<file path="config.mk">
export PLATFORM = sky130hd
export DESIGN_NAME = nibble_serial_addsub
export DESIGN_NICKNAME = d
export VERILOG_FILES = /design/src/rtl/nibble_serial_addsub.sv
export SDC_FILE = /design/constraint.sdc
export NUM_CORES = 1
export LEC_CHECK = 0
export ABC_AREA = 0
export CAP_MARGIN = 20
export CORE_ASPECT_RATIO = 0.75
export CORE_UTILIZATION = 52
export CTS_CLUSTER_SIZE = 14
export DETAILED_ROUTE_END_ITERATION = 8
export PLACE_DENSITY = 0.86
export SYNTH_ARGS = -nofsm -noshare
export SYNTH_HDL_FRONTEND = slang
export SYNTH_SLANG_ARGS = --single-unit
</file>
<file path="constraint.sdc">
create_clock -name clk_i -period 3.25 [get_ports clk_i]
set_input_delay 0.65 -clock clk_i [delete_from_list [all_inputs] [get_ports clk_i]]
set_output_delay 0.65 -clock clk_i [all_outputs]
set_load 0.05 [all_outputs]
</file>
<file path="src/rtl/nibble_serial_addsub.sv">
// Multi-cycle WIDTH-bit add/subtract that drives an external 4-bit ripple adder one nibble per cycle.
// Optional `define ADDSUB_SAT_EN saturates sum_o on signed overflow.
module nibble_serial_addsub #(
  parameter int WIDTH = 16
) (
  input  logic             clk_i,
  input  logic             rst_i,
  input  logic             start_i,
  input  logic             sub_i,
  input  logic [WIDTH-1:0] a_i,
  input  logic [WIDTH-1:0] b_i,
  output logic             ready_o,
  output logic [3:0]       rca_a_o,
  output logic [3:0]       rca_b_o,
  output logic             rca_cin_o,
  input  logic [3:0]       rca_s_i,
  input  logic             rca_cout_i,
  output logic [WIDTH-1:0] sum_o,
  output logic             cout_o,
  output logic             ovf_o,
  output logic             done_o
);

  localparam int NIBBLES = WIDTH / 4;
  localparam int IDX_W   = (NIBBLES > 2) ? $clog2(NIBBLES) : 1;

  typedef enum logic [1:0] {IDLE, RUN, DONE} state_t;

  state_t           state, state_nx;
  logic [WIDTH-1:0] a_reg, b_reg;
  logic             carry_reg;
  logic [IDX_W-1:0] idx;
  logic             last;
  logic             accept;
  logic             ovf_nx;

  assign last   = (idx == IDX_W'(NIBBLES - 1));
  assign accept = start_i && (state != RUN);
  assign ovf_nx = (a_reg[WIDTH-1] == b_reg[WIDTH-1]) && (rca_s_i[3] != a_reg[WIDTH-1]);

  always_ff @(posedge clk_i) begin
    if (rst_i) state <= IDLE;
    else       state <= state_nx;
  end

  always_comb begin
    state_nx = state;
    case (state)
      IDLE, DONE: if (start_i) state_nx = RUN;
      RUN:        if (last)    state_nx = DONE;
      default:    state_nx = IDLE;
    endcase
  end

  always_comb begin
    ready_o   = 1'b1;
    rca_a_o   = '0;
    rca_b_o   = '0;
    rca_cin_o = 1'b0;
    if (state == RUN) begin
      ready_o   = 1'b0;
      rca_a_o   = a_reg[{idx, 2'b00} +: 4];
      rca_b_o   = b_reg[{idx, 2'b00} +: 4];
      rca_cin_o = carry_reg;
    end
  end

  always_ff @(posedge clk_i) begin
    if (rst_i) begin
      a_reg     <= '0;
      b_reg     <= '0;
      carry_reg <= 1'b0;
      idx       <= '0;
      sum_o     <= '0;
      cout_o    <= 1'b0;
      ovf_o     <= 1'b0;
      done_o    <= 1'b0;
    end else begin
      done_o <= 1'b0;
      if (accept) begin
        a_reg     <= a_i;
        b_reg     <= sub_i ? ~b_i : b_i;
        carry_reg <= sub_i;
        idx       <= '0;
        sum_o     <= '0;
        cout_o    <= 1'b0;
        ovf_o     <= 1'b0;
      end else if (state == RUN) begin
        sum_o[{idx, 2'b00} +: 4] <= rca_s_i;
        carry_reg                <= rca_cout_i;
        idx                      <= idx + 1'b1;
        if (last) begin
          cout_o <= rca_cout_i;
          ovf_o  <= ovf_nx;
          done_o <= 1'b1;
          idx    <= '0;
`ifdef ADDSUB_SAT_EN
          // Whole-word write overrides the final nibble write above.
          if (ovf_nx)
            sum_o <= a_reg[WIDTH-1] ? {1'b1, {(WIDTH-1){1'b0}}} : {1'b0, {(WIDTH-1){1'b1}}};
`endif
        end
      end
    end
  end

endmodule

</file>
==> results by group, run 1 <==
Critical path
  – R2r startpoint: state[0]
  – CP endpoint kind: primary output
  – CP max-delay cell: clkdlybuf4s50_1
  – Critical path depth in cells: 4
  – Crit path to: rca_a_o[3]
  – FF-to-FF path depth: 6
  – Worst Setup Start Kind: flop
  – WP data required: about 2600 ps
  – Crit Path Class: reg -> out
  – Crit path launch: idx[0]
  – Crit-path leading delay family: buffers and inverters
  – Crit-path cells: buf_4 -> mux4_2 -> and2_1 -> clkdlybuf4s50_1
  – Worst Path Buf+Inv: 2
  – Worst path arrival time: between 2000 and 2500 ps
  – Crit-path max cell delay: a little under 700 ps
  – R2r setup slk: 1040 ps
  – FF-to-FF End: sum_o[8]
  – CP max FO: 11

Final layout
  – Ant. Diodes: 0
  – Area of the multi-input gates: between 0.001 and 0.0015 mm²
  – Ratio of cells with drive above 1 in the final layout: 0.0912
  – Fillers: approximately 390
  – Syn-to-layout area delta: 30.1%
  – NumNets Final: just under 400
  – Cell area after layout: 0.00346 mm²
  – Register area: approximately 0.0011 mm²

Timing
  – Fmax: 328 MHz
  – TNS Setup: 0 ps
  – Hold Slack: between 400 and 500 ps
  – Slew HR: 0.565
  – Worst Skew: between 10 and 15 ps
  – Final hold viol count: 0
  – Final setup vio count: 0
  – Fin crit period: roughly 3000 ps
  – RSZ-0062 raised after global routing: false
  – Final slew viol count: 0
  – Tcrit/Tclk final: 0.937
  – Worst-Margin Slew: roughly 650 ps

Die
  – Die Y: ~64 µm
  – Row count: 22
  – Full die area: ~0.0054 mm²
  – I/O pins: 70
  – Die extent in x: about 85 µm
  – Core area: between 0.004 and 0.005 mm²
  – Initial Utilization: 0.542

Placed design
  – Placer Congestion: 0.827
  – I/O Buffers: 69
  – Dpl hpwl: ~4.5 mm
  – Placed cell area: 0.00335 mm²

CTS
  – CTS Hold Bufs: 0
  – Worst skew pair latency: between 300 and 400 ps
  – CTS tree: built
  – Post-CTS Resized: 0
  – CTS buffer count: 5
  – # H-tree levels: 2
  – Clock buffer depth: 2
  – Reg clk slew, reported paths: 100 ps
  – Number of post-CTS setup repair buffers: 0
  – Clock Sink Count: 56
  – Clock root cell: clkbuf_8

Synthesis
  – Asr flop ratio synth: 0
  – Post-synth top flop: dfxtp_1
  – Avg Cell Area, Syn: around 9.1 µm²
  – Mapped Nets: approximately 340
  – Post-Synthesis Cells: a little under 300
  – Distinct cell type count after synthesis: 32
  – Seq/Total Area, Yosys: 0.422
  – EDFF count, synth: 0
  – Yosys warning count: 0
  – Synth Cell Area: between 0.002 and 0.003 mm²
  – Flops & latches, synth: between 50 and 60

Detailed routing
  – Initial DRC Count: 192
  – TritonRoute pass-1 iters: 7
  – Post-DRT Antenna Nets: 0
  – Vias per cell: roughly 5.7
  – Via count of the routed design: between 2000 and 2500
  – Post-Route WL: 6.36 mm
  – Remaining DRCs: 12
  – Post-DR wirelength/cell: 15.5 µm

Global routing
  – Largest net degree at the start of global routing: 40
  – Gr ovfl total: 0
  – Tot GR Track Use: 0.244
  – First-pass GRT wire length: ~11 mm
  – Vias in the first global route: around 2200
  – Initial antenna violation count: 0

Job
  – Max-cap violations: 0

Worst hold path
  – HP Class: reg -> reg

Pwr
  – Worst IR drop on VDD: 0.219 mV
  – Static leakage: approximately 1.2 nW
  – PwrDens: approximately 420 mW/mm²

Outcome
  – Status: finished with violations
  – Failing checks: design-rule violations
-- cell families after synthesis --
kind of cell	share of synthesized area
AND/OR/NAND/NOR	0.171
buffers and inverters	0.0641
XOR/XNOR	0.0528
multiplexers	0.0716
adder cells (fa/ha/maj)	0.0283
AO/OA/AOI/OAI	0.191
flip-flops	0.422
-- area by class of cell --
type,instances,area share
repair buffers,79,0.221
inverters,5,0.00543
multi-input cells,203,0.396
flip-flops and latches,56,0.325
well taps,60,0.0217
clock inverters,2,0.0101
clock buffers,6,0.0210
-- stage by stage --
step | setup slack, ps | instances | power [W] | utilization
6_report | 203 | 411 | 0.00146 | 0.706
5_1_grt | 118 | 411 | 0.00152 | 0.706
4_1_cts | 63.2 | 411 | 0.00147 | 0.705
3_5_place_dp | 418 | 403 | 0.00103 | 0.683
3_3_place_gp | 471 | 403 | 0.00102 | 0.683
2_1_floorplan | 1100 | 291 | 0.000934 | -
-- cell usage after synthesis (all sizes together) (4+ instances only) --
cell type / number / area, µm²
xnor2: 16 / 140
dfxtp: 56 / 1120
o21ai: 16 / 80.1
nand3b: 5 / 37.5
clkbuf: 9 / 33.8
nand4: 13 / 81.3
o22ai: 4 / 25.0
a21oi: 49 / 245
inv: 5 / 18.8
nand3: 22 / 110
a211oi: 18 / 140
nor2: 7 / 26.3
mux4: 8 / 180
nand2: 20 / 75.1
ha: 6 / 75.1
buf: 18 / 118
and2: 9 / 56.3
-- worst min-delay path: stages (launching register included) --
cell and delay, ps:
dfxtp_1 320, nand2_1 50, a21oi_1 50
-- layer usage --
layer  vias up  GRT usage  part of all wire
met4         0     0.0742             0.012
li1       1167          -                 -
met3        10     0.0426             0.064
met5         -          0                 0
met2        77      0.416              0.47
met1      1094      0.320              0.46
-- how the worst min path moves through the flow --
stage | depth (start not counted) | from | slack [ps] | endpoint
floorplan | 2 | a_reg[10] | 450 | a_reg[10]
detailed placement | 2 | sum_o[12] | 450 | sum_o[12]
global placement | 2 | sum_o[12] | 450 | sum_o[12]
finish | 2 | sum_o[3] | 460 | sum_o[3]
global route | 2 | sum_o[5] | 490 | sum_o[5]
CTS | 2 | sum_o[12] | 460 | sum_o[12]
-- cells in the final DEF (no fill, tap or decap), types with 4 or more instances in the layout --
cell	count
a21oi_1	49
mux4_2	8
and2_1	9
a211oi_1	17
xnor2_1	16
ha_1	6
o21ai_0	16
nand4_1	13
clkbuf_8	5
clkdlybuf4s50_1	69
o22ai_1	4
nor2_1	7
inv_1	4
buf_4	10
nand2_1	20
nand3b_1	5
nand3_1	22
dfxtp_1	55
-- report_power, final --
| part | switching, W | internal [W] |
|---|---|---|
| Clock | 0.000216 | 0.000229 |
| Sequential | 0.0000227 | 0.000721 |
| Combinational | 0.000144 | 0.000129 |
Note: power is estimated with default switching activity, not from simulation.
==> run 2, diff against run 1 <==
--- a/config.mk
+++ b/config.mk
@@ -12,6 +12,7 @@
 export CTS_CLUSTER_SIZE = 14
 export DETAILED_ROUTE_END_ITERATION = 8
 export PLACE_DENSITY = 0.86
+export SKIP_CTS_REPAIR_TIMING = 1
 export SYNTH_ARGS = -nofsm -noshare
 export SYNTH_HDL_FRONTEND = slang
 export SYNTH_SLANG_ARGS = --single-unit
==> results of run 2 <==
The final DEF is identical to that of run 1; final timing and power are the same.
==> run 3, diff against run 2 <==
--- a/config.mk
+++ b/config.mk
@@ -12,6 +12,7 @@
 export CTS_CLUSTER_SIZE = 14
 export DETAILED_ROUTE_END_ITERATION = 8
 export PLACE_DENSITY = 0.86
+export RECOVER_POWER = 50
 export SKIP_CTS_REPAIR_TIMING = 1
 export SYNTH_ARGS = -nofsm -noshare
 export SYNTH_HDL_FRONTEND = slang
==> constraint.sdc (replaced) <==
create_clock -name clk_i -period 3.65 [get_ports clk_i]
set_input_delay 0.73 -clock clk_i [delete_from_list [all_inputs] [get_ports clk_i]]
set_output_delay 0.73 -clock clk_i [all_outputs]
set_load 0.05 [all_outputs]
==> run 3 against run 2 <==
The run ends with design-rule violations, max-capacitance violations, max-slew violations left. Sequential power shrank 11%. First-iteration DRC count shrank 9.4%. Count of clock-buffer cells in the layout grew 2. Cell count shrank 0.73%. Global-route usage shrank 0.39 points. Sequential cell count is the same. Clock power shrank 23%. Critical endpoint unchanged. Largest power group unchanged. Highest routed layer unchanged.
==> results by group, run 3 (synthesized netlist as in run 1, its figures left out) <==
Timing
  – Hold Slack: approximately 460 ps
  – Worst setup margin: approximately 360 ps
  – RSZ-0062 raised after global routing: false
  – TNS Setup: 0 ps
  – Fin crit period: approximately 3300 ps
  – Worst Skew: just over 4 ps
  – Tcrit/Tclk final: 0.901
  – Worst-Margin Slew: between 1500 and 2000 ps
  – Final hold viol count: 0
  – Final slew viol count: 40
  – Slew HR: -0.0452
  – Fmax: around 300 MHz
  – Final setup vio count: 0

Critical path
  – Crit Path Class: reg -> out
  – Worst path arrival time: between 2000 and 3000 ps
  – CP max FO: 13
  – Crit-path leading delay family: buffers and inverters
  – Crit-path max cell delay: 690 ps
  – FF-to-FF path depth: 6
  – R2r startpoint: state[0]
  – CP endpoint kind: primary output
  – Critical path depth in cells: 4
  – WP data required: 2920 ps
  – Worst Setup Start Kind: flop
  – Worst Path Buf+Inv: 2
  – R2r setup slk: roughly 580 ps
  – Crit-path cells: buf_4 -> mux4_2 -> and2_1 -> clkdlybuf4s50_1
  – CP max-delay cell: clkdlybuf4s50_1
  – FF-to-FF End: sum_o[11]

Outcome
  – Status: finished with violations
  – Failing checks: design-rule violations, max-capacitance violations, max-slew violations

Final layout
  – Ratio of cells with drive above 1 in the final layout: 0.0632
  – Area of the multi-input gates: about 0.0014 mm²
  – Ant. Diodes: 0
  – Commonest non-fill, non-tap cells in the layout: dfxtp_1 (56), clkdlybuf4s50_1 (56), a21oi_1 (49), nand3_1 (22), nand2_1 (20)
  – Register area: 0.00112 mm²
  – Syn-to-layout area delta: 28.0%
  – NumNets Final: ~390
  – Fillers: around 380

Pwr
  – Seq pwr share: 0.532
  – Cell internal pwr: ~0.0009 W
  – Worst IR drop on VDD: about 0.20 mV
  – Static leakage: between 1 and 1.5 nW
  – Switching share of total power: 0.270
  – Total power: about 0.0012 W
  – Switch Pwr: ~0.00034 W
  – PwrDens: around 370 mW/mm²
  – Comb power frac: 0.191
  – Clock group share of total power: 0.277

Detailed routing
  – Via count of the routed design: between 2000 and 2500
  – Post-DRT Antenna Nets: 0
  – Vias per cell: 5.75
  – Post-DR wirelength/cell: 15.4 µm
  – Initial DRC Count: between 150 and 200
  – Remaining DRCs: 6
  – TritonRoute pass-1 iters: 6
  – Post-Route WL: ~6.3 mm

Placed design
  – Dpl hpwl: 4.48 mm
  – Placer Congestion: just under 0.8
  – DP Worst Slack: about 700 ps
  – I/O Buffers: 69

Global routing
  – Initial antenna violation count: 0
  – Tot GR Track Use: 0.240
  – Largest net degree at the start of global routing: 40
  – Gr ovfl total: 0
  – Vias in the first global route: 2189
  – First-pass GRT wire length: 10.4 mm

CTS
  – Clock root cell: clkbuf_8
  – Clock buffer depth: 2
  – Worst skew pair latency: 310 ps
  – CTS tree: built
  – CTS buffer count: 5
  – Clock Sink Count: 56
  – # H-tree levels: 2
  – Reg clk slew, reported paths: 90 ps

Job
  – Max-cap violations: 1

Die
  – I/O pins: 70
  – Row count: 22
  – Die Y: 63.9 µm
  – Initial Utilization: 0.542
  – Full die area: between 0.005 and 0.006 mm²
  – Core area: between 0.004 and 0.005 mm²
  – Die extent in x: around 85 µm

Worst hold path
  – Hold Path Depth: 2
  – HP Class: reg -> reg
  – Worst Hold Path EP: sum_o[13]
  – Hold Startpoint: sum_o[13]
## run 3: worst max path at each step
stage | start | end | slack [ps]
3_5_place_dp | idx[0] | rca_a_o[3] | 700
2_1_floorplan | idx[0] | rca_a_o[1] | 1420
4_1_cts | idx[0] | rca_a_o[3] | 360
5_1_grt | idx[0] | rca_a_o[3] | 240
6_report | idx[0] | rca_a_o[3] | 360
3_3_place_gp | idx[0] | rca_a_o[3] | 720
## run 3: routing by layer
metal	track usage	routed length [µm]	vias to the layer above	share of wire
met5	0	0	-	0
li1	-	-	1161	-
met4	0.0551	51	0	0.0081
met2	0.400	2950	93	0.47
met1	0.316	2820	1088	0.45
met3	0.0607	461	6	0.073
## run 3: power by group through the flow
stage	logic (W)	registers (W)	clock network [W]
3_5_place_dp	0.000239	0.000676	0
6_report	0.000238	0.000662	0.000344
3_3_place_gp	0.000233	0.000674	0
4_1_cts	0.000240	0.000662	0.000347
2_1_floorplan	0.000158	0.000674	0
5_1_grt	0.000258	0.000666	0.000380
## run 3: final cells by class
type / count / area share
clock buffer: 8 / 0.0265
tap: 60 / 0.0221
multi-input combinational: 203 / 0.400
sequential: 56 / 0.330
inverter: 5 / 0.00552
timing repair buffer: 76 / 0.216
## run 3: per-stage QoR
| step | util | cells | instance area [µm²] |
|---|---|---|---|
| after floorplan | - | 291 | 2660 |
| after global placement | 0.679 | 400 | 3330 |
| after detailed placement | 0.679 | 400 | 3330 |
| after CTS | 0.697 | 408 | 3420 |
| after global routing | 0.694 | 408 | 3400 |
| final | 0.694 | 408 | 3400 |
## run 3: tightest hold or removal path: stages (launching register included)
cell     delay, ps
dfxtp_1        320
nand2_1         50
a21oi_1         50
